`src/rtl/bpred_pkg.sv`:
```
// Shared constants, flag struct and PC slicing helpers for the branch predictor.
package bpred_pkg;

    // Counter encodings for the default 2-bit counter.
    localparam int                   CTR_W_DEF = 2;
    localparam logic [CTR_W_DEF-1:0] CTR_WNT   = 2'b01;
    localparam logic [CTR_W_DEF-1:0] CTR_WT    = 2'b10;
    localparam logic [CTR_W_DEF-1:0] CTR_MAX   = 2'b11;

    // Per-entry control bits; kept in reset flops, unlike tag/target.
    typedef struct packed {
        logic valid;
        logic is_jump;
    } entry_flags_t;

    // Weakly-taken value for a counter of width w: MSB set, rest clear.
    function automatic logic [31:0] ctr_wt(input int w);
        return 32'd1 << (w - 1);
    endfunction

    // Weakly-not-taken value: just below weakly-taken.
    function automatic logic [31:0] ctr_wnt(input int w);
        return ctr_wt(w) - 32'd1;
    endfunction

    // Saturation ceiling for a counter of width w.
    function automatic logic [31:0] ctr_max(input int w);
        return (ctr_wt(w) << 1) - 32'd1;
    endfunction

    // Table index: word-address bits directly above the byte offset.
    function automatic logic [31:0] pc_index(input logic [31:0] pc, input int idx_w);
        return (pc >> 2) & ((32'd1 << idx_w) - 32'd1);
    endfunction

    // Tag: every PC bit above the index field.
    function automatic logic [31:0] pc_tag(input logic [31:0] pc, input int idx_w);
        return pc >> (idx_w + 2);
    endfunction

endpackage

```
`src/rtl/branch_predictor_sat_counter.sv`:
```
// Up/down saturating counter next-value logic (purely combinational).
module sat_counter #(
    parameter int W = 2
) (
    input  logic [W-1:0] i_ctr,
    input  logic         i_inc,
    output logic [W-1:0] o_ctr
);

    localparam logic [W-1:0] LP_MAX = '1;
    localparam logic [W-1:0] LP_MIN = '0;

    // Step toward the outcome, clamping at either end of the range.
    always_comb begin
        // NOTE: default assignment first so no path leaves o_ctr unassigned (no latch).
        o_ctr = i_ctr;
        if (i_inc) begin
            if (i_ctr != LP_MAX) o_ctr = i_ctr + W'(1);
        end else begin
            if (i_ctr != LP_MIN) o_ctr = i_ctr - W'(1);
        end
    end

endmodule

```
`src/rtl/branch_predictor.sv`:
```
// Fetch-stage branch predictor: direct-mapped BTB with saturating counters,
// same-cycle lookup, E-stage training, mispredict detection and counting.
module branch_predictor
    import bpred_pkg::*;
#(
    parameter int PC_W    = 13,
    parameter int ENTRIES = 16,
    parameter int CTR_W   = 2,
    parameter int CNT_W   = 16
) (
    input  logic             clk_i,
    input  logic             rst_ni,
    input  logic             pred_en_i,
    input  logic [PC_W-1:0]  pc_f_i,
    output logic             pred_taken_o,
    output logic [PC_W-1:0]  pred_target_o,
    input  logic             upd_valid_i,
    input  logic             upd_is_jump_i,
    input  logic [PC_W-1:0]  upd_pc_i,
    input  logic             upd_taken_i,
    input  logic [PC_W-1:0]  upd_target_i,
    input  logic             upd_pred_taken_i,
    input  logic [PC_W-1:0]  upd_pred_tgt_i,
    input  logic             flush_tbl_i,
    output logic             mispredict_o,
    output logic [PC_W-1:0]  redirect_pc_o,
    output logic [CNT_W-1:0] mispred_cnt_o
);

    localparam int IDX_W = $clog2(ENTRIES);
    localparam int TAG_W = PC_W - 2 - IDX_W;

    localparam logic [CTR_W-1:0] LP_CTR_WNT = CTR_W'(ctr_wnt(CTR_W));
    localparam logic [CTR_W-1:0] LP_CTR_WT  = CTR_W'(ctr_wt(CTR_W));
    localparam logic [CNT_W-1:0] LP_CNT_MAX = '1;
    localparam logic [PC_W-1:0]  LP_FOUR    = PC_W'(4);

    // Table storage.
    entry_flags_t     r_flags  [ENTRIES];
    logic [CTR_W-1:0] r_ctr    [ENTRIES];
    logic [TAG_W-1:0] r_tag    [ENTRIES];
    logic [PC_W-1:0]  r_target [ENTRIES];
    logic [CNT_W-1:0] r_cnt;

    // Lookup side.
    logic [IDX_W-1:0] w_f_idx;
    logic [TAG_W-1:0] w_f_tag;
    logic             w_f_hit;
    logic             w_f_taken;

    // Update side.
    logic [IDX_W-1:0] w_u_idx;
    logic [TAG_W-1:0] w_u_tag;
    logic             w_u_hit;
    logic             w_u_write;
    logic [CTR_W-1:0] w_ctr_next;
    logic             w_mispredict;

    assign w_f_idx = IDX_W'(pc_index(32'(pc_f_i), IDX_W));
    assign w_f_tag = TAG_W'(pc_tag(32'(pc_f_i), IDX_W));
    assign w_u_idx = IDX_W'(pc_index(32'(upd_pc_i), IDX_W));
    assign w_u_tag = TAG_W'(pc_tag(32'(upd_pc_i), IDX_W));

    // Lookup reads current table contents only; an update in the same cycle
    // becomes visible on the following cycle.
    assign w_f_hit   = r_flags[w_f_idx].valid && (r_tag[w_f_idx] == w_f_tag);
    assign w_f_taken = w_f_hit && (r_flags[w_f_idx].is_jump || r_ctr[w_f_idx][CTR_W-1]);

    assign pred_taken_o  = pred_en_i && w_f_taken;
    assign pred_target_o = pred_taken_o ? r_target[w_f_idx] : pc_f_i + LP_FOUR;

    // Resolution against the prediction that travelled with the instruction.
    assign w_mispredict = upd_valid_i &&
                          ((upd_taken_i != upd_pred_taken_i) ||
                           (upd_taken_i && (upd_target_i != upd_pred_tgt_i)));
    assign mispredict_o  = w_mispredict;
    assign redirect_pc_o = upd_taken_i ? upd_target_i : upd_pc_i + LP_FOUR;
    assign mispred_cnt_o = r_cnt;

    assign w_u_hit   = r_flags[w_u_idx].valid && (r_tag[w_u_idx] == w_u_tag);
    assign w_u_write = upd_valid_i && !flush_tbl_i;

    sat_counter #(
        .W (CTR_W)
    ) u_sat_counter (
        .i_ctr (r_ctr[w_u_idx]),
        .i_inc (upd_taken_i),
        .o_ctr (w_ctr_next)
    );

    // Valid/is_jump/counter state: reset, flush, hit training and allocation.
    always_ff @(posedge clk_i or negedge rst_ni) begin
        if (!rst_ni) begin
            for (int i = 0; i < ENTRIES; i++) begin
                // NOTE: non-blocking assignments for all sequential state so every
                // flop samples pre-edge values regardless of statement order.
                r_flags[i] <= '0;
                r_ctr[i]   <= LP_CTR_WNT;
            end
        end else if (flush_tbl_i) begin
            for (int i = 0; i < ENTRIES; i++) begin
                r_flags[i].valid <= 1'b0;
            end
        end else if (upd_valid_i) begin
            if (w_u_hit) begin
                if (upd_is_jump_i) begin
                    r_flags[w_u_idx].is_jump <= 1'b1;
                end else begin
                    r_ctr[w_u_idx] <= w_ctr_next;
                end
            end else if (upd_taken_i) begin
                r_flags[w_u_idx] <= '{valid: 1'b1, is_jump: upd_is_jump_i};
                r_ctr[w_u_idx]   <= LP_CTR_WT;
            end
        end
    end

    // Tag/target payload, written alongside the control bits above.
    always_ff @(posedge clk_i) begin
        // NOTE: tag/target are deliberately unreset; entries are qualified by
        // valid, so clearing this array would only cost reset fan-out.
        if (w_u_write) begin
            if (w_u_hit) begin
                if (upd_is_jump_i || upd_taken_i) r_target[w_u_idx] <= upd_target_i;
            end else if (upd_taken_i) begin
                r_tag[w_u_idx]    <= w_u_tag;
                r_target[w_u_idx] <= upd_target_i;
            end
        end
    end

    // Mispredict performance counter, saturating at all-ones.
    always_ff @(posedge clk_i or negedge rst_ni) begin
        if (!rst_ni) begin
            r_cnt <= '0;
        end else if (w_mispredict && (r_cnt != LP_CNT_MAX)) begin
            r_cnt <= r_cnt + CNT_W'(1);
        end
    end

endmodule
```
`config.mk`:
```
export PLATFORM = sky130hd
export DESIGN_NAME = branch_predictor
export DESIGN_NICKNAME = d
export VERILOG_FILES = /design/src/rtl/bpred_pkg.sv /design/src/rtl/branch_predictor_sat_counter.sv /design/src/rtl/branch_predictor.sv
export SDC_FILE = /design/constraint.sdc
export NUM_CORES = 1
export LEC_CHECK = 0
export ABC_AREA = 0
export BUFFER_PORTS_ARGS = -buffer_cell sky130_fd_sc_hd__buf_2
export CAP_MARGIN = 25
export CORE_ASPECT_RATIO = 1.75
export CORE_MARGIN = 2
export CORE_UTILIZATION = 50
export CTS_BUF_LIST = sky130_fd_sc_hd__clkbuf_8 sky130_fd_sc_hd__clkbuf_16
export DETAILED_ROUTE_END_ITERATION = 6
export HOLD_SLACK_MARGIN = 0.12
export PLACE_DENSITY = 0.67
export SYNTH_ARGS = -nofsm -noshare
export SYNTH_HDL_FRONTEND = slang
export SYNTH_SLANG_ARGS = --single-unit
```
`constraint.sdc`:
```
create_clock -name clk_i -period 9.1 [get_ports clk_i]
set_clock_uncertainty 0.05 [all_clocks]
set_input_delay 2.73 -clock clk_i [delete_from_list [all_inputs] [get_ports clk_i]]
set_output_delay 2.73 -clock clk_i [all_outputs]
set_load 0.01 [all_outputs]
```
Yosys cells after proc, flatten, opt, wreduce, memory -nomap -nowiden
Memory sizes are Yosys's and may differ from the RTL's. Index checks and enable logic that the tools add are counted.

Register bits: 80. Latch bits: 0. RAM bits: 320. Memory bits (read-only): 0. Input bits: 60. Logic and storage cells: 151. Memories kept: 2.

Memories: r_target (words 16, bits a word 13, read ports 1, clocked after Yosys merged registers in 0, wr ports 1, RTL line branch_predictor.sv:42) `logic [PC_W-1:0] r_target [ENTRIES];`; r_tag (words 16, bits a word 7, read ports 2, clocked after Yosys merged registers in 0, wr ports 1, RTL line branch_predictor.sv:41) `logic [TAG_W-1:0] r_tag [ENTRIES];`.

Add/sub/neg operators: 5. $mul: 0. Div/mod/pow operators: 0. Order comparisons: 3. Equal/unequal tests: 9. Shifts and indexed selects: 0. Multiplexer cells: 56. Bitwise gates (word level): 7. Reduce and logical (&&, ||, !) cells: 20.

Operators with widths (count): 32-bit two-way mux (7); 32-bit bitwise mux (3); 13-bit two-way mux (3); 2-bit binary-select mux with 4-bit select (4); 13-bit by 3-bit adder with 13-bit output (second input constant) (2); 1-bit two-way mux (25); 2-bit two-way mux (12); 16-bit by 1-bit adder with 16-bit output (second input constant) (1); 16-bit AND (1); 2-bit demux with 4-bit select (2); 16-bit != test (second input constant) (1); 16-bit NOT (1); 16-bit bitwise OR (1); 7-bit equality test (2); 13-bit != test (1); 5-bit >= comparator (second input constant) (2); 4-bit NOT with 5-bit output (2); 1-bit logical AND (9); 4-bit AND reduction (2); 2-bit != test (second input constant) (3); 2-bit nonzero test (3); 5-bit by 1-bit < comparator with 1-bit output (second input constant) (1); 1-bit logical OR (3); 3-bit != test (second input constant) (1); 8 further kinds (8).

Logic depth before layout (Yosys ltp)
Depth in word-level cells: 10. Mapped depth: 12.

Hierarchy
A second synthesis with hierarchy kept.

Cells, all modules: 1224. Area, all modules: 18864.3 µm².

Modules (own cells, without submodules): branch_predictor (instances 1, cells an instance 1221, area an instance 18838.1 µm², sequential area each 11631.2 µm²); sat_counter (instances 1, cells an instance 3, area an instance 26.3 µm², sequential area each 0.0 µm²).

Worst setup path before layout
No wires, ideal clock.

Kind: input -> output. From: in pc_f_i[2]. To: out pred_target_o[0]. Arrival: 5.371 ns. Slack: 0.949 ns. Cell stages on the path: 7. Buffers on the path: 4. Cells stage by stage: buf_2 -> buf_2 -> buf_2 -> buf_1 -> mux4_2 -> mux4_2 -> mux2_2.

Longest elaborated chain between the ends: 8. Elaborated cells on any way between the ends: 15. Classes of those cells: eq/ne: 1; mux: 7; bitwise: 1; reduce/logical: 4; memory: 2.

RTL lines: start, declared (RTL line branch_predictor.sv:14) `input logic [PC_W-1:0] pc_f_i,`; branches (longest 7 deep; another with memory read 16 x 7 bit); 13-bit two-way mux * (RTL line branch_predictor.sv:70) `assign pred_target_o = pred_taken_o ? r_target[w_f_idx] : pc_f_i + LP_FOUR;`; end, declared (RTL line branch_predictor.sv:16) `output logic [PC_W-1:0] pred_target_o,`.

Mark *: on every way between the ends. The select of a mux whose other input is x is not followed.

Worst setup path after layout
From: in pc_f_i[3]. To: out pred_target_o[2].

Same word-level chain as after synthesis.

==> impl_metrics.json <==
{
  "vdd_drop_max_v": 0.0001259,
  "slew_headroom_pct": 25.25,
  "cp_max_fo": 38,
  "antenna_found_initial": 0,
  "grt_max_degree": 66,
  "worstPathArrival_ns": 5.69,
  "syn_inst": 1180,
  "synth_ff_type": "edfxtp_1",
  "cts_buffers": 37,
  "ys.warnings.count": 0,
  "switching_share_pct": 22.71,
  "dpl.hpwl_um": 34210,
  "synth_area_leaders": "edfxtp_1 52%, mux4_2 17%, dfrtp_1 8.6%, dfstp_2 2.3%, xnor2_1 1.9%",
  "drv_cap": 0,
  "post_cts_buffers": 0,
  "fin_tns_setup_ns": 0,
  "clk_pin_slew_ns": 0.06,
  "initial_core_util_pct": 50.53,
  "ctsResizeCount": 0,
  "wire_per_inst_um": 28.38,
  "finalPower_w": 0.003918,
  "p_comb_share_pct": 8.7,
  "drc": 0,
  "io_pins": 104,
  "status": "completed",
  "fill_cells": 2813,
  "hp-class": "flip-flop to flip-flop",
  "cts.sinks": 400,
  "ant_nets": 0,
  "rsz0062_at_grt": "false",
  "postCtsHoldBufs": 0,
  "synth_area_sq_um": 18520,
  "synth.top_cell.area_share_pct": 51.88,
  "core_area_sq_um": 36650,
  "grt_overflow_total": 0,
  "ys_seq_elements": 400,
  "grt_pass1_vias": 11480,
  "vias": 11430,
  "grtUsageTotal_pct": 26.71,
  "hold_viol": 0,
  "synthArstFlopShare_pct": 20.00,
  "worst-endpoint-required_ns": 6.32,
  "synth_cell_types": 48,
  "synth_nets": 1246,
  "first_iter_violations": 1092,
  "htree_levels": 2,
  "drive_gt1_share_pct": 28.91,
  "avgSynthCellArea_sq_um": 15.70,
  "worst-setup-path-type": "primary input to output port",
  "synth_largest_area_cell": "edfxtp_1",
  "fin_crit_sh_pct": 93.09,
  "dr.pass1.iters": 5,
  "vias_per_cell": 6.376,
  "gp_congestion": 0.9715,
  "die_w_um": 149.5,
  "portBuffers": 103,
  "powerDensity_nw_per_um2": 187.3,
  "final-instance-count-excl-fill": 1793,
  "crit_path_start_kind": "primary input",
  "diodes": 0,
  "slew_viol_final": 0,
  "die_h_um": 258.6,
  "period_minus_slack_ns": 8.472,
  "dp_cells": 1727,
  "cts_tree": "done",
  "p_int_w": 0.003028,
  "leakage_nw": 7.349,
  "clockBufferDepth": 3,
  "p_sw_w": 0.0008897,
  "seq_power_share_pct": 51.7,
  "synth_edf_count": 320,
  "end_kind": "output port",
  "ys_seq_area_share_pct": 62.80,
  "max_freq_ghz": 0.1180,
  "p_clk_share_pct": 39.7,
  "grt_pass1_wl_um": 74910,
  "areaGrowthSynthToFinish_pct": 12.94,
  "nets": 1358,
  "cts_root_buffer": "clkbuf_16",
  "tightestPinTransition_ns": 1.117,
  "fin_hold_ws_ns": 0.4350,
  "rows": 93,
  "clock_latency_ns": 0.54,
  "setup_viol": 0,
  "placed_area_sq_um": 19730,
  "finalInstanceArea_sq_um": 20920,
  "wl_um": 50880,
  "dieArea_sq_um": 38660
}
-- power groups by stage --
stage                     Sequential [W]  Clock, W  Combinational (W)
after CTS                        0.00202   0.00157           0.000342
after global placement           0.00206         0           0.000335
after global routing             0.00203   0.00164           0.000363
after detailed placement         0.00206         0           0.000341
final                            0.00202   0.00155           0.000339
after floorplan                  0.00207         0           0.000198
-- cells in the mapped netlist (3+ instances only) --
cell / number
buf_2: 16
o2bb2ai_1: 17
inv_1: 39
nand2b_1: 3
dfstp_2: 16
nor2_1: 69
a31oi_1: 16
and2_1: 6
mux2i_1: 17
o211ai_1: 7
edfxtp_1: 320
o21bai_1: 12
nor3b_1: 5
xor2_1: 29
dfrtp_1: 64
o22ai_1: 16
buf_1: 11
xnor2_1: 41
mux2_2: 18
mux4_2: 138
o21ai_0: 47
clkbuf_1: 48
nand2_1: 65
a21oi_1: 22
nand4_1: 15
and3_1: 10
nor2b_1: 4
nor3_1: 38
buf_4: 5
nand3_1: 21
a22oi_1: 20
ha_1: 6
-- cell usage in the layout, fill, tap and decap left out, types with 2 or more instances in the layout --
cell,n
o21ai_0,47
xnor2_1,41
buf_6,7
nand3_1,21
nand2b_1,3
clkinv_2,6
o2111ai_1,2
nor2b_1,4
maj3_1,2
and2_1,6
ha_1,6
a22oi_1,20
buf_4,44
o22ai_1,16
clkinv_1,10
dfrtp_1,64
nor2_1,69
clkbuf_16,37
mux4_2,138
nand4_1,15
dfstp_2,16
o211ai_1,7
nor3_1,38
nand2_1,65
o21bai_1,12
mux2_2,18
edfxtp_1,320
buf_2,100
a211oi_1,2
buf_12,3
bufinv_16,5
mux2i_1,17
a31oi_1,16
inv_6,2
o2bb2ai_1,17
and3_1,10
xor2_1,29
inv_1,44
a21oi_1,22
nor3b_1,5
-- area by class of cell --
cell class              count  area [sq um]  share of cell area, %
clock buffers              37         925.9                  4.426
clock inverters            28         257.7                  1.232
inverters                  41         153.9                 0.7357
multi-input cells         658          6386                  30.53
well taps                 475         594.3                  2.841
repair buffers            154         969.7                  4.635
flip-flops and latches    400         11630                  55.60
-- path summary, 6_finish.rpt --
kind,start,endpoint,slack (ns),cells past startpoint
max in group asynchronous,rst_ni,r_flags[9]$_DFFE_PN0P_,5.89,2
hold reg to reg,mispred_cnt_o[15]$_DFFE_PN0P_,mispred_cnt_o[15]$_DFFE_PN0P_,0.43,1
min in group asynchronous,rst_ni,mispred_cnt_o[15]$_DFFE_PN0P_,1.99,1
setup / recovery,pc_f_i[3],pred_target_o[2],0.63,10
hold / removal,mispred_cnt_o[15]$_DFFE_PN0P_,mispred_cnt_o[15]$_DFFE_PN0P_,0.43,1
setup reg to reg,r_tag[7][0]$_DFFE_PP_,r_tag[4][5]$_DFFE_PP_,4.95,8
-- worst max-delay path: stages --
cell and delay [ns]:
buf_4 0.21, buf_12 0.21, o21ai_0 0.63, mux4_2 0.41, o2bb2ai_1 0.07, a2111oi_0 0.52, nand4_1 0.14, buf_4 0.26
mux2_2 0.34, buf_2 0.15
-- logic make-up (layout without fill, tap and decap cells) --
| logic type | Yosys count | count (layout) | share of synthesized area [%] |
|---|---|---|---|
| and+or+nand+nor | 240 | 240 | 5.958 |
| DFF | 400 | 400 | 62.80 |
| buffers and inverters | 122 | 260 | 2.722 |
| adders and majority gates | 8 | 8 | 0.5134 |
| xor gates and xnor gates | 70 | 70 | 3.310 |
| muxes | 173 | 173 | 18.79 |
| AOI/OAI and AO/OA | 167 | 167 | 5.904 |
-- sequential cells by signal (all words and copies together) (netlist names) --
name / flops
mispred_cnt_o: 16
r_tag: 112
r_ctr: 32
r_target: 208
r_flags: 32
-- metrics by stage --
step / setup WS [ns] / util (%)
after CTS: 0.6909 / 57.05
after global placement: 0.7172 / 53.59
final: 0.6285 / 57.07
after global routing: 0.6023 / 57.07
after floorplan: 0.9489 / -
after detailed placement: 0.6875 / 53.82
-- per-layer routing --
metal,wire (um),GRT usage (%),vias to the layer above
li1,-,-,4842
met3,3221,3.556,123
met5,0,0,-
met2,26940,46.92,576
met4,2654,12.43,0
met1,18070,32.60,5891
No activity file was read; power rests on OpenSTA's default activity.
